==> src/rtl/uart_pkg.sv <==
// -----------------------------------------------------------------------------
// uart_pkg
// Definitions shared by the UART transmitter and receiver: line FSM state
// encoding, default bit timing and frame geometry.
// -----------------------------------------------------------------------------
package uart_pkg;

   // 81.25 MHz clock / 9600 baud
   localparam int DEFAULT_CLKS_PER_BIT = 8464;
   localparam int DATA_BITS            = 8;

   // Bit-period counter width; covers CLKS_PER_BIT up to 16383
   localparam int CNT_W = 14;
   localparam int IDX_W = $clog2(DATA_BITS);

   typedef enum logic [1:0] {
      IDLE  = 2'd0,
      START = 2'd1,
      DATA  = 2'd2,
      STOP  = 2'd3
   } uart_state_t;

endpackage

==> src/rtl/uart_tx_if.sv <==
// -----------------------------------------------------------------------------
// uart_tx_if
// Byte write handshake into the transmitter. A byte is taken on a clock edge
// where data_in_en and data_in_rdy are both high.
//   data_in      byte to transmit          (master -> slave)
//   data_in_en   write strobe              (master -> slave)
//   data_in_rdy  transmit buffer not full  (slave  -> master)
// -----------------------------------------------------------------------------
interface uart_tx_if;

   logic [7:0] data_in;
   logic       data_in_en;
   logic       data_in_rdy;

   modport master (
      output data_in,
      output data_in_en,
      input  data_in_rdy
   );

   modport slave (
      input  data_in,
      input  data_in_en,
      output data_in_rdy
   );

endinterface

==> src/rtl/uart_tx_fifo.sv <==
// -----------------------------------------------------------------------------
// uart_tx_fifo
// Single-clock synchronous FIFO with a registered occupancy count. Read data
// is show-ahead: rd_data always presents the oldest entry.
//   clk, rst   clock, asynchronous active-high reset
//   wr_en      push request (ignored when full)
//   wr_data    data to push
//   rd_en      pop request (ignored when empty)
//   rd_data    oldest entry
//   count      number of entries held
//   full       count == DEPTH
//   empty      count == 0
// -----------------------------------------------------------------------------
module uart_tx_fifo #(
   parameter int DEPTH = 4,
   parameter int WIDTH = 8
) (
   input  logic                   clk,
   input  logic                   rst,
   input  logic                   wr_en,
   input  logic [WIDTH-1:0]       wr_data,
   input  logic                   rd_en,
   output logic [WIDTH-1:0]       rd_data,
   output logic [$clog2(DEPTH):0] count,
   output logic                   full,
   output logic                   empty
);

   localparam int AW = $clog2(DEPTH);

   logic [WIDTH-1:0] mem [DEPTH];
   logic [AW-1:0]    wr_ptr;
   logic [AW-1:0]    rd_ptr;
   logic             push;
   logic             pop;

   assign full  = (count == (AW+1)'(DEPTH));
   assign empty = (count == '0);
   assign push  = wr_en && !full;
   assign pop   = rd_en && !empty;

   assign rd_data = mem[rd_ptr];

   // NOTE: storage has no reset; only pointers and count are cleared, so the
   // array maps onto plain RAM/flops without a reset network.
   always_ff @(posedge clk) begin
      if (push) begin
         mem[wr_ptr] <= wr_data;
      end
   end

   // NOTE: non-blocking assignments throughout so every register samples the
   // pre-edge values, independent of statement order.
   always_ff @(posedge clk or posedge rst) begin
      if (rst) begin
         wr_ptr <= '0;
         rd_ptr <= '0;
         count  <= '0;
      end else begin
         // DEPTH is a power of two, so pointer overflow is the modulo wrap
         if (push) wr_ptr <= wr_ptr + 1'b1;
         if (pop)  rd_ptr <= rd_ptr + 1'b1;
         case ({push, pop})
            2'b10:   count <= count + 1'b1;
            2'b01:   count <= count - 1'b1;
            default: count <= count;
         endcase
      end
   end

endmodule

==> src/rtl/uart_tx.sv <==
// -----------------------------------------------------------------------------
// uart_tx
// Buffered 8N1 UART transmitter. Bytes written through the handshake are
// queued in uart_tx_fifo and sent LSB first, each bit lasting CLKS_PER_BIT
// clocks. Queued bytes go out back to back with no idle gap.
//   clk, rst    clock, asynchronous active-high reset
//   bus         byte write handshake (slave side)
//   tx          serial line, idle high, registered
//   busy        frame on the line or bytes queued
//   fifo_count  bytes currently buffered
// -----------------------------------------------------------------------------
module uart_tx
   import uart_pkg::*;
#(
   parameter int CLKS_PER_BIT = DEFAULT_CLKS_PER_BIT,
   parameter int FIFO_DEPTH   = 4
) (
   input  logic                        clk,
   input  logic                        rst,
   uart_tx_if.slave                    bus,
   output logic                        tx,
   output logic                        busy,
   output logic [$clog2(FIFO_DEPTH):0] fifo_count
);

   uart_state_t            state;
   uart_state_t            next_state;
   logic [CNT_W-1:0]       bit_cnt;
   logic [IDX_W-1:0]       bit_idx;
   logic [DATA_BITS-1:0]   shreg;
   logic [DATA_BITS-1:0]   fifo_rd_data;
   logic                   fifo_full;
   logic                   fifo_empty;
   logic                   pop;
   logic                   bit_end;
   logic                   line_active;

   uart_tx_fifo #(
      .DEPTH (FIFO_DEPTH),
      .WIDTH (DATA_BITS)
   ) u_fifo (
      .clk     (clk),
      .rst     (rst),
      .wr_en   (bus.data_in_en),
      .wr_data (bus.data_in),
      .rd_en   (pop),
      .rd_data (fifo_rd_data),
      .count   (fifo_count),
      .full    (fifo_full),
      .empty   (fifo_empty)
   );

   assign bus.data_in_rdy = !fifo_full;

   assign bit_end = (state != IDLE) && (bit_cnt == CNT_W'(CLKS_PER_BIT - 1));

   // tx and line_active follow the state one clock later, so busy must cover
   // both the state and the delayed line view to stay high until the stop
   // bit has actually left the pin.
   assign busy = line_active || (state != IDLE) || !fifo_empty;

   always_ff @(posedge clk or posedge rst) begin
      if (rst) begin
         state <= IDLE;
      end else begin
         state <= next_state;
      end
   end

   // NOTE: every output of this block gets a default before the case, so no
   // path leaves a signal unassigned and no latch is inferred.
   always_comb begin
      next_state = state;
      pop        = 1'b0;
      case (state)
         IDLE: begin
            if (!fifo_empty) begin
               next_state = START;
               pop        = 1'b1;
            end
         end
         START: begin
            if (bit_end) next_state = DATA;
         end
         DATA: begin
            if (bit_end && (bit_idx == IDX_W'(DATA_BITS - 1))) next_state = STOP;
         end
         STOP: begin
            if (bit_end) begin
               if (!fifo_empty) begin
                  next_state = START;
                  pop        = 1'b1;
               end else begin
                  next_state = IDLE;
               end
            end
         end
         default: next_state = IDLE;
      endcase
   end

   always_ff @(posedge clk or posedge rst) begin
      if (rst) begin
         bit_cnt     <= '0;
         bit_idx     <= '0;
         shreg       <= '0;
         tx          <= 1'b1;
         line_active <= 1'b0;
      end else begin
         if ((state == IDLE) || bit_end) begin
            bit_cnt <= '0;
         end else begin
            bit_cnt <= bit_cnt + 1'b1;
         end

         if (pop) begin
            shreg <= fifo_rd_data;
         end else if ((state == DATA) && bit_end) begin
            shreg <= shreg >> 1;
         end

         if (state == DATA) begin
            if (bit_end) bit_idx <= bit_idx + 1'b1;
         end else begin
            bit_idx <= '0;
         end

         line_active <= (state != IDLE);

         case (state)
            START:   tx <= 1'b0;
            DATA:    tx <= shreg[0];
            default: tx <= 1'b1;
         endcase
      end
   end

endmodule
==> src/flat_wrapper.sv <==
// flat-port wrapper written by rule: the top's interface ports become plain ports
module uart_tx_flat import uart_pkg::*;
#(
   parameter int CLKS_PER_BIT = DEFAULT_CLKS_PER_BIT,
   parameter int FIFO_DEPTH   = 4
)
  (clk, rst, tx, busy, fifo_count, bus_data_in, bus_data_in_en, bus_data_in_rdy);
  uart_tx_if bus_i ();
  input  logic clk;
  input  logic rst;
  output logic tx;
  output logic busy;
  output logic [$clog2(FIFO_DEPTH):0] fifo_count;
  input wire logic [$bits(bus_i.data_in)-1:0] bus_data_in;
  input wire logic [$bits(bus_i.data_in_en)-1:0] bus_data_in_en;
  output wire logic [$bits(bus_i.data_in_rdy)-1:0] bus_data_in_rdy;
  assign bus_i.data_in = bus_data_in;
  assign bus_i.data_in_en = bus_data_in_en;
  assign bus_data_in_rdy = bus_i.data_in_rdy;
  uart_tx #(.CLKS_PER_BIT(CLKS_PER_BIT), .FIFO_DEPTH(FIFO_DEPTH)) u_core (.clk(clk), .rst(rst), .bus(bus_i), .tx(tx), .busy(busy), .fifo_count(fifo_count));
endmodule
==> config.mk <==
export PLATFORM = sky130hd
export DESIGN_NAME = uart_tx_flat
export DESIGN_NICKNAME = d
export VERILOG_FILES = /design/src/rtl/uart_pkg.sv /design/src/rtl/uart_tx_if.sv /design/src/rtl/uart_tx_fifo.sv /design/src/rtl/uart_tx.sv /design/src/flat_wrapper.sv
export SDC_FILE = /design/constraint.sdc
export NUM_CORES = 1
export LEC_CHECK = 0
export BUFFER_PORTS_ARGS = -buffer_cell sky130_fd_sc_hd__buf_2
export CAP_MARGIN = 20
export CORE_ASPECT_RATIO = 1.5
export CORE_MARGIN = 2
export CORE_UTILIZATION = 52
export DETAILED_ROUTE_END_ITERATION = 12
export GPL_TIMING_DRIVEN = 0
export PLACE_DENSITY_LB_ADDON = 0.05
export SLEW_MARGIN = 20
export SYNTH_ARGS = -nofsm -noshare
export SYNTH_HDL_FRONTEND = slang
export SYNTH_SLANG_ARGS = --single-unit
==> constraint.sdc <==
create_clock -name clk -period 2.86 [get_ports clk]
set_clock_uncertainty 0.05 [all_clocks]
set_input_delay 0.143 -clock clk [delete_from_list [all_inputs] [get_ports clk]]
set_output_delay 0.143 -clock clk [all_outputs]
set_load 0.02 [all_outputs]
== After elaboration in Yosys (flattened, before gate mapping) ==
Memory sizes are Yosys's and may differ from the RTL's.
Index checks and enable logic that the tools add are counted.

* Register bits: 36
* RAM bits: 32
* Input bits: 11
* Output and inout bits: 6
* Word-level logic and storage cells: 63
* Memories: 1

{| class="wikitable"
|+ Memories
! memory !! words !! bits a word !! read ports !! clocked after Yosys merged registers in !! write ports !! RTL line !! RTL
|-
| u_core.u_fifo.mem || 4 || 8 || 1 || 0 || 1 || uart_tx_fifo.sv:31 || <nowiki>logic [WIDTH-1:0] mem [DEPTH];</nowiki>
|}

* Add/sub/neg operators: 6
* Equality and inequality tests: 13
* Mux-type cells: 18
* Reduce and logical (&&, ||, !) cells: 16

{| class="wikitable"
|+ Operator list
! kind !! number
|-
| $mux W8 || 2
|-
| $add A14 B1 Y14 const B || 1
|-
| $eq A14 B14 Y1 const B || 1
|-
| $mux W14 || 1
|-
| $mux W2 || 4
|-
| $ne A2 B1 Y1 const B || 4
|-
| $pmux W2 S4 || 1
|-
| $add A3 B1 Y3 const B || 2
|-
| $eq A2 B2 Y1 const B || 3
|-
| $eq A3 B3 Y1 const B || 2
|-
| $mux W3 || 2
|-
| $pmux W3 S2 || 1
|-
| $reduce_bool A2 Y1 || 3
|-
| $logic_and A1 B1 Y1 || 5
|-
| $mux W1 || 5
|-
| $add A2 B1 Y2 const B || 2
|-
| $eq A2 B1 Y1 const B || 2
|-
| $pmux W1 S2 || 2
|-
| $reduce_and A4 Y1 || 1
|-
| $logic_not A3 Y1 || 1
|-
| $logic_or A1 B1 Y1 || 3
|-
| $sub A3 B1 Y3 const B || 1
|-
| $logic_not A1 Y1 || 2
|-
| $logic_not A2 Y1 || 1
|-
| $ne A2 B2 Y1 const B || 1
|}

== Depth between registers and ports, before layout ==
Gate-level depths: netlist of the first run.

* Depth after elaboration: 7
* Depth in mapped cells: 10

== By module ==
A second synthesis of the first run with hierarchy kept.

* Cells, all modules: 221
* Area, all modules: 3195.6 um^2

{| class="wikitable"
|+ By module, submodules not included
! module !! times used !! cells each !! area each (um^2)
|-
| uart_tx || 1 || 141 || 1599.0
|-
| uart_tx_fifo || 1 || 80 || 1596.5
|}

== Least setup slack after synthesis of the first run ==
Ideal clock, no wire load.

* Path type: flip-flop to flip-flop
* Start: reg u_core.bit_cnt[5]
* End: reg u_core.u_fifo.count[1]
* Arrival time: 2.508 ns
* Data required time: 2.685 ns
* Setup slack: 0.177 ns
* Cell stages (with the launch flop): 8
* Path buffers: 0
* Path through: dfrtp_1 > or4b_4 > nor4_1 > o21ai_2 > inv_1 > ha_1 > fa_1 > mux2_2

* Cells in the longest elaborated chain, start to end: 7

{| class="wikitable"
|+ RTL lines
! item !! RTL line !! RTL
|-
| start, declared || uart_tx.sv:28 || <nowiki>logic [CNT_W-1:0] bit_cnt;</nowiki>
|-
| start signal, assigned || uart_tx.sv:113 || <nowiki>bit_cnt <= bit_cnt + 1'b1;</nowiki>
|-
| $eq A14 B14 Y1 (*) || uart_tx.sv:55 || <nowiki>assign bit_end = (state != IDLE) && (bit_cnt == CNT_W'(CLKS_PER_BIT - 1));</nowiki>
|-
| $logic_and A1 B1 Y1 (*) || uart_tx.sv:55 ||
|-
| $mux W1 (*) || uart_tx.sv:89 || <nowiki>if (bit_end) begin</nowiki>
|-
| $pmux W1 S2 (*) || uart_tx.sv:75 || <nowiki>case (state)</nowiki>
|-
| $logic_and A1 B1 Y1 (*) || uart_tx_fifo.sv:40 || <nowiki>assign pop = rd_en && !empty;</nowiki>
|-
| via u_core.u_fifo.pop || uart_tx_fifo.sv:35 || <nowiki>logic pop;</nowiki>
|-
| $eq A2 B1 Y1 / $eq A2 B2 Y1 (equally long branches) || uart_tx_fifo.sv:63 || <nowiki>case ({push, pop})</nowiki>
|-
| $pmux W3 S2 / $reduce_bool A2 Y1 (equally long branches) || n/a ||
|-
| end signal, assigned || uart_tx_fifo.sv:64 || <nowiki>2'b10: count <= count + 1'b1;</nowiki>
|-
| end signal, assigned || uart_tx_fifo.sv:65 || <nowiki>2'b01: count <= count - 1'b1;</nowiki>
|-
| end signal, assigned || uart_tx_fifo.sv:66 || <nowiki>default: count <= count;</nowiki>
|-
| end, declared || uart_tx_fifo.sv:24 || <nowiki>output logic [$clog2(DEPTH):0] count,</nowiki>
|}

Mark *: on every way through the listed nets, which the timed path passes. The rest lies on a longest branch.
A chain may end at the register's enable or synchronous reset.

== Worst setup path in the final report of the first run ==
Same ends and word-level chain as after synthesis.

==> results.json, run 1 <==
{
  "fmax_mhz": 364.1,
  "worst_r2r_path_depth": 7,
  "die_width_um": 67.13,
  "initial_core_util": 0.5372,
  "drive_gt1_frac": 0.2605,
  "syn2layout_area_growth_pct": 17.07,
  "syn_area_um2": 3108,
  "dpl-instance-area_um2": 3278,
  "htree_levels": 3,
  "crit_fanout": 10,
  "cp-end-kind": "flop",
  "setup_viol": 0,
  "post-synth-top-area-cell": "edfxtp_1",
  "fin_tns_setup_ns": 0,
  "hold_slack_ns": 0.1588,
  "num_rows": 34,
  "design_area_um2": 3638,
  "drc_errors": 0,
  "antenna_found_initial": 0,
  "antenna_left": 0,
  "grt_max_degree": 37,
  "via_per_inst": 5.508,
  "drt_iter0_drc": 125,
  "cts_buffers": 9,
  "cts_tree": "done",
  "yosysUniqueCellTypes": 40,
  "avgSynthCellArea_um2": 14.13,
  "synth_top_flop_cell": "dfrtp_1",
  "p_clk_frac": 0.270,
  "drt_pass1_iterations": 4,
  "synth.top_cells.by_area": "edfxtp_1 31%, dfrtp_1 28%, mux2_2 6.2%, mux4_2 5.8%, ha_1 5.2%",
  "cp.arrival_ns": 2.92,
  "grt_pass1_wl_mm": 9.087,
  "grt_overflow": 0,
  "critPathRequiredTime_ns": 3.04,
  "run_status": "finished, final reports clean",
  "synth.net_count": 245,
  "min_delay_path_depth": 3,
  "slew_violations": 0,
  "synth_edf_count": 32,
  "num_antenna_cells": 0,
  "cell_internal_pwr_mw": 2.437,
  "p_comb_frac": 0.321,
  "finalHoldViolCount": 0,
  "gp_congestion": 0.7790,
  "clk_latency_ns": 0.34,
  "grt_pass1_vias": 1987,
  "io_pins": 17,
  "wire_per_inst_um": 16.42,
  "root_buffer": "clkbuf_8",
  "clkSinkCount": 68,
  "start_kind": "flop",
  "max-cap-violations": 0,
  "syn_inst": 220,
  "rsz0062_at_grt": "no",
  "grtUsageTotal": 0.1878,
  "async_flop_share": 0.5294,
  "finalCritPeriodShare": 0.9603,
  "die_y_um": 98.69,
  "drt-total-wl_mm": 5.467,
  "min_path_type": "input port to flop",
  "clk_pin_slew_worst_paths_ns": 0.07,
  "clock_path_buffers": 2,
  "hpwl_mm": 3.876,
  "post_cts_buffers": 0,
  "place_inst": 308,
  "power_density_nw_per_um2": 976.0,
  "final_nets": 281,
  "total_power_mw": 3.551,
  "dieArea_um2": 6624,
  "p_sw_mw": 1.115,
  "layout_min_cycle_time_ns": 2.747,
  "synth_top_area_share": 0.3092,
  "fin_cells": 333,
  "yosys_warnings": 0,
  "max_slew_margin": 0.4738,
  "ys_seq_elements": 68,
  "leakage_nw": 1.462,
  "netSwitchingFraction": 0.3139,
  "critPathKind": "flop to flop",
  "ys_seq_area_frac": 0.5994,
  "seqPwrFrac": 0.409,
  "io_buffers": 16,
  "peakVddDrop_v": 0.0005801,
  "vias": 1834,
  "core_um2": 5786,
  "tightestPinTransition_ns": 0.7893
}
[worst max-delay path, cell delays in order, from the launching register on]
cell and delay, ns:
dfrtp_1 0.43, or4b_4 0.61, nor4_4 0.37, o21ai_4 0.16
inv_1 0.11, ha_1 0.20, fa_1 0.43, mux2_2 0.26
[per-stage QoR]
stage                     setup slack (ns)    util
after floorplan                     0.1771       -
after global placement            -0.01661  0.5666
after detailed placement          -0.06039  0.5666
after CTS                         0.006214  0.6261
after global routing               0.01118  0.6289
final                               0.1135  0.6289
[sequential cells by signal, summed over array words and instances (netlist names)]
| name | flops |
|---|---|
| u_core.u_fifo.rd_ptr | 2 |
| u_core.bit_cnt | 14 |
| u_core.u_fifo.mem | 32 |
| u_core.state | 2 |
| u_core.tx | 1 |
| u_core.u_fifo.count | 3 |
| u_core.shreg | 8 |
| u_core.bit_idx | 3 |
| u_core.line_active | 1 |
| u_core.u_fifo.wr_ptr | 2 |
[cells in the mapped netlist, types with 2 or more instances]
| cell | instances |
|---|---|
| xor2_1 | 7 |
| nor3_1 | 2 |
| a21oi_1 | 6 |
| and3_1 | 5 |
| nand2_1 | 6 |
| nor2_1 | 16 |
| or4_4 | 2 |
| clkbuf_1 | 3 |
| ha_1 | 13 |
| nor4_1 | 4 |
| inv_1 | 11 |
| mux2_2 | 17 |
| nand4_1 | 3 |
| mux4_2 | 8 |
| nand3b_1 | 2 |
| nand3_1 | 7 |
| dfrtp_1 | 35 |
| xnor2_1 | 9 |
| nor2b_1 | 2 |
| o21ai_0 | 4 |
| edfxtp_1 | 32 |
| nand2b_1 | 3 |
| or3_1 | 5 |
| and4_1 | 2 |
[layout by cell type (no fill, tap or decap), drive strengths merged, types with 3 or more instances in the layout]
cell type     n
mux2         17
dfrtp        35
o21ai         6
nand3         7
xnor2         9
and3          6
ha           13
nor4          5
nand2         6
nor2         16
or3           5
inv          12
xor2          7
bufinv        3
nand2b        3
clkbuf       12
nand4         3
mux4          8
edfxtp       32
buf          17
a21oi         6
dlygate4sd3   9
[what timing repair did]
item,4_1_cts,5_1_grt
gates resized for setup,1,2
endpoints found under the hold margin,67,0
hold buffers,9,0
setup endpoints to repair,1,2
[power by group through the flow]
stage / sequential [mW] / combinational [mW] / clock (mW)
after floorplan: 1.47 / 0.847 / 0
after global placement: 1.45 / 1.06 / 0
after detailed placement: 1.47 / 1.13 / 0
after CTS: 1.45 / 1.15 / 0.975
after global routing: 1.48 / 1.26 / 1.02
final: 1.45 / 1.14 / 0.958
[final timing paths]
| check | startpoint | end | slack (ns) |
|---|---|---|---|
| setup / recovery | u_core.bit_cnt[5] | u_core.u_fifo.count[1] | 0.11 |
| hold / removal | bus_data_in_en | u_core.u_fifo.wr_ptr[0] | 0.16 |
| setup reg to reg | u_core.bit_cnt[5] | u_core.u_fifo.count[1] | 0.11 |
| hold reg to reg | u_core.u_fifo.count[2] | u_core.u_fifo.count[2] | 0.46 |
| max in group asynchronous | rst | u_core.bit_cnt[2] | 1.85 |
| min in group asynchronous | rst | u_core.state[0] | 0.43 |
[cells by family (layout without fill, tap and decap cells)]
family | after synthesis | count (layout) | synth area share
adders and majority gates | 14 | 14 | 0.05878
DFF | 68 | 68 | 0.5994
and+or+nand+nor | 65 | 65 | 0.1248
buffers and inverters | 15 | 56 | 0.01852
xor gates and xnor gates | 16 | 16 | 0.04509
AOI/OAI and AO/OA | 16 | 16 | 0.03060
muxes | 26 | 26 | 0.1228
[layout make-up]
type / instances / area [um2]
tap: 72 / 90.09
clock buffer: 9 / 123.9
inverter: 11 / 41.29
buffer: 4 / 16.27
multi-input combinational: 137 / 1210
sequential: 68 / 1863
clock inverter: 7 / 123.9
timing repair buffer: 25 / 170.2
fill: 464 / 2147
[metal layers]
| metal | vias up | wire (um) | part of all wire | track usage |
|---|---|---|---|---|
| li1 | 883 | - | - | - |
| met1 | 916 | 2085 | 0.38 | 0.1965 |
| met2 | 22 | 3158 | 0.58 | 0.3442 |
| met3 | 13 | 96 | 0.018 | 0.03425 |
| met4 | 0 | 127 | 0.023 | 0.09419 |
| met5 | - | 0 | 0 | 0 |
No activity file was read; power rests on OpenSTA's default activity.
==> inputs of run 2 (changes only) <==
PLACE_DENSITY = 0.72   (was unset)
PLACE_DENSITY_LB_ADDON = unset   (was 0.05)
SYNTH_HIERARCHICAL = 1   (was unset)
==> run 2 against run 1 <==
Critical path depth is 4 higher. Sequential power hardly changed. Power is 4.4% lower. Routed wire length is 9.8% lower. Synthesized cell count is 0.45% higher. Highest routed layer unchanged. Cell area is 1.7% higher. Worst hold slack worse by 0.021 ns. Critical endpoint is now u_core/u_fifo/count[2]. Count of clock-buffer cells in the layout stayed put. Sequential share of layout area is 0.81 points lower. Clock power is 15% lower.
==> results.json, run 2 <==
{
  "rsz0062_at_grt": "no",
  "antenna_found_initial": 0,
  "max_slew_margin": 0.5993,
  "root_buffer": "clkbuf_8",
  "cp-end-kind": "flop",
  "drt-total-wl_mm": 4.931,
  "regMostFlops": "u_core/u_fifo/mem",
  "layout_min_cycle_time_ns": 2.695,
  "min_path_type": "input port to flop",
  "peakVddDrop_v": 0.0007597,
  "die_y_um": 100.0,
  "fin_ws_ns": 0.1649,
  "fillCellCount": 471,
  "max-cap-violations": 0,
  "ys_seq_area_frac": 0.5830,
  "syn2layout_area_growth_pct": 15.78,
  "yosys_warnings": 6,
  "finalHoldViolCount": 0,
  "syn_inst": 221,
  "dp_slack_ns": -0.04652,
  "post-synth-top-area-cell": "edfxtp_1",
  "drc_errors": 0,
  "mostFrequentLayoutCell": "dfrtp_1",
  "dieArea_um2": 6801,
  "setup_viol": 0,
  "syn_area_um2": 3196,
  "fmax_mhz": 371.0,
  "synth.net_count": 246,
  "clk_pin_slew_worst_paths_ns": 0.08,
  "largest_register_ffs": 32,
  "avgSynthCellArea_um2": 14.46,
  "slew_violations": 0,
  "grt_max_degree": 30,
  "grtUsageTotal": 0.1639,
  "async_flop_share": 0.5294,
  "io_pins": 17,
  "start_kind": "flop",
  "clock_path_buffers": 2,
  "finalCritPeriodShare": 0.9423,
  "hold_slack_ns": 0.1380,
  "synth.top_cells.by_area": "edfxtp_1 30%, dfrtp_1 27%, mux4_2 5.6%, mux2_2 5.3%, ha_1 5.1%",
  "cts_buffers": 9,
  "antenna_left": 0,
  "num_antenna_cells": 0,
  "drt_pass1_iterations": 4,
  "grt_pass1_wl_mm": 8.079,
  "core_um2": 6043,
  "yosysUniqueCellTypes": 45,
  "hpwl_mm": 3.333,
  "run_status": "finished, final reports clean",
  "num_rows": 35,
  "power_density_nw_per_um2": 917.4,
  "critPathKind": "flop to flop",
  "ys_seq_elements": 68,
  "clk_latency_ns": 0.34,
  "io_buffers": 16,
  "yosys-top-cells-count": "35 x dfrtp_1, 32 x edfxtp_1, 17 x inv_1, 17 x nor2_1, 15 x mux2_2",
  "clkSinkCount": 68,
  "crit_fanout": 9,
  "synth_most_common_cell": "dfrtp_1",
  "leakage_nw": 1.547,
  "die_width_um": 68.01,
  "synth_top_flop_cell": "dfrtp_1",
  "wire_per_inst_um": 14.59,
  "tightestPinTransition_ns": 0.6002,
  "grt_overflow": 0,
  "gp_congestion": 0.7847,
  "via_per_inst": 5.266,
  "final_nets": 284,
  "drt_iter0_drc": 93,
  "cts_tree": "done",
  "initial_core_util": 0.5288,
  "vias": 1780,
  "critPathRequiredTime_ns": 3.08,
  "synth_top_area_share": 0.3007,
  "mostFrequentLayoutCells": "34 x dfrtp_1, 32 x edfxtp_1, 18 x buf_2",
  "drive_gt1_frac": 0.3220,
  "cp.arrival_ns": 2.91,
  "htree_levels": 3,
  "grt_pass1_vias": 1810,
  "reg_top3": "u_core/u_fifo/mem (32), u_core/bit_cnt (14), u_core/shreg (8)",
  "synth_edf_count": 32
}
run 2: changes by cell type after synthesis, sizes merged, moves of 3 or more:
cell / before / now
or3: 5 / 1
mux2i: 1 / 5
o21ai: 6 / 1
and2: 2 / 6
inv: 11 / 17
a21oi: 6 / 2
and3: 6 / 2
nand3: 7 / 4
nor2b: 2 / 5
nand2b: 3 / 0
run 2: cell type report:
class                           count  area, um2  share of cell area
Buffer                              3      13.76            0.003720
Clock buffer                        9      123.9             0.03348
Clock inverter                      7      83.83             0.02266
Inverter                           17      63.81             0.01725
Multi-Input combinational cell    132       1265              0.3419
Sequential cell                    68       1864              0.5039
Tap cell                           74      92.59             0.02503
Timing Repair Buffer               28      192.7             0.05208
run 2: cell families after synthesis:
group                    synth area share
multiplexers                       0.1296
adder cells (fa/ha/maj)           0.05717
flip-flops                         0.5830
AND/OR/NAND/NOR                    0.1304
buffers and inverters             0.02545
AO/OA/AOI/OAI                     0.02506
XOR/XNOR                          0.04933
run 2: metal layers:
| layer | part of all wire | GRT usage | up-vias |
|---|---|---|---|
| li1 | - | - | 869 |
| met5 | 0 | 0 | - |
| met2 | 0.54 | 0.2823 | 26 |
| met1 | 0.43 | 0.1799 | 879 |
| met3 | 0.025 | 0.04709 | 6 |
| met4 | 0.014 | 0.07846 | 0 |
run 2: what timing repair did:
action / CTS / global route
resized for setup: 0 / 7
endpoints found under the setup margin: 1 / 2
gates cloned: 0 / 0
pin swaps: 0 / 2
buffers inserted: 0 / 3
hold buffers: 9 / 0
hold endpoints to repair: 67 / 0
run 2: critical path, stage by stage, from the launching register on:
cell and delay (ns):
dfrtp_2 0.46, nor4_4 0.36, and4_4 0.30, a31oi_4 0.17, inv_1 0.10, o31a_2 0.17
ha_1 0.19, inv_1 0.06, fa_1 0.37, xor2_1 0.15, nor2_1 0.11, xor2_1 0.14
run 2: metrics by stage:
stage | power (mW) | cells | util | TNS (ns) | area [um2]
2_1_floorplan | 2.339 | 221 | - | 0 | 3196
3_3_place_gp | 2.564 | 311 | 0.5574 | -0.01292 | 3368
3_5_place_dp | 2.588 | 311 | 0.5574 | -0.04652 | 3368
4_1_cts | 3.415 | 335 | 0.6060 | 0 | 3662
5_1_grt | 3.622 | 338 | 0.6122 | 0 | 3700
6_report | 3.394 | 338 | 0.6122 | 0 | 3700
run 2: path summary, 6_finish.rpt:
check                                                to  cells after the start         startpoint  slack, ns
max in group asynchronous             u_core/bit_cnt[9]                      3                rst       1.95
worst max-delay path             u_core/u_fifo/count[2]                     11  u_core/bit_cnt[9]       0.16
worst max register to register   u_core/u_fifo/count[2]                     11  u_core/bit_cnt[9]       0.16
worst min-delay path            u_core/u_fifo/wr_ptr[0]                      3     bus_data_in_en       0.14
min in group asynchronous        u_core/u_fifo/count[1]                      3                rst       0.23
worst min register to register        u_core/bit_cnt[0]                      1  u_core/bit_cnt[0]       0.42
run 2: where the power goes:
part / leakage (nW) / internal, mW / switching (mW)
clock: 0.102 / 0.417 / 0.393
combinational: 0.701 / 0.553 / 0.579
sequential: 0.743 / 1.30 / 0.149
total: 1.55 / 2.27 / 1.12
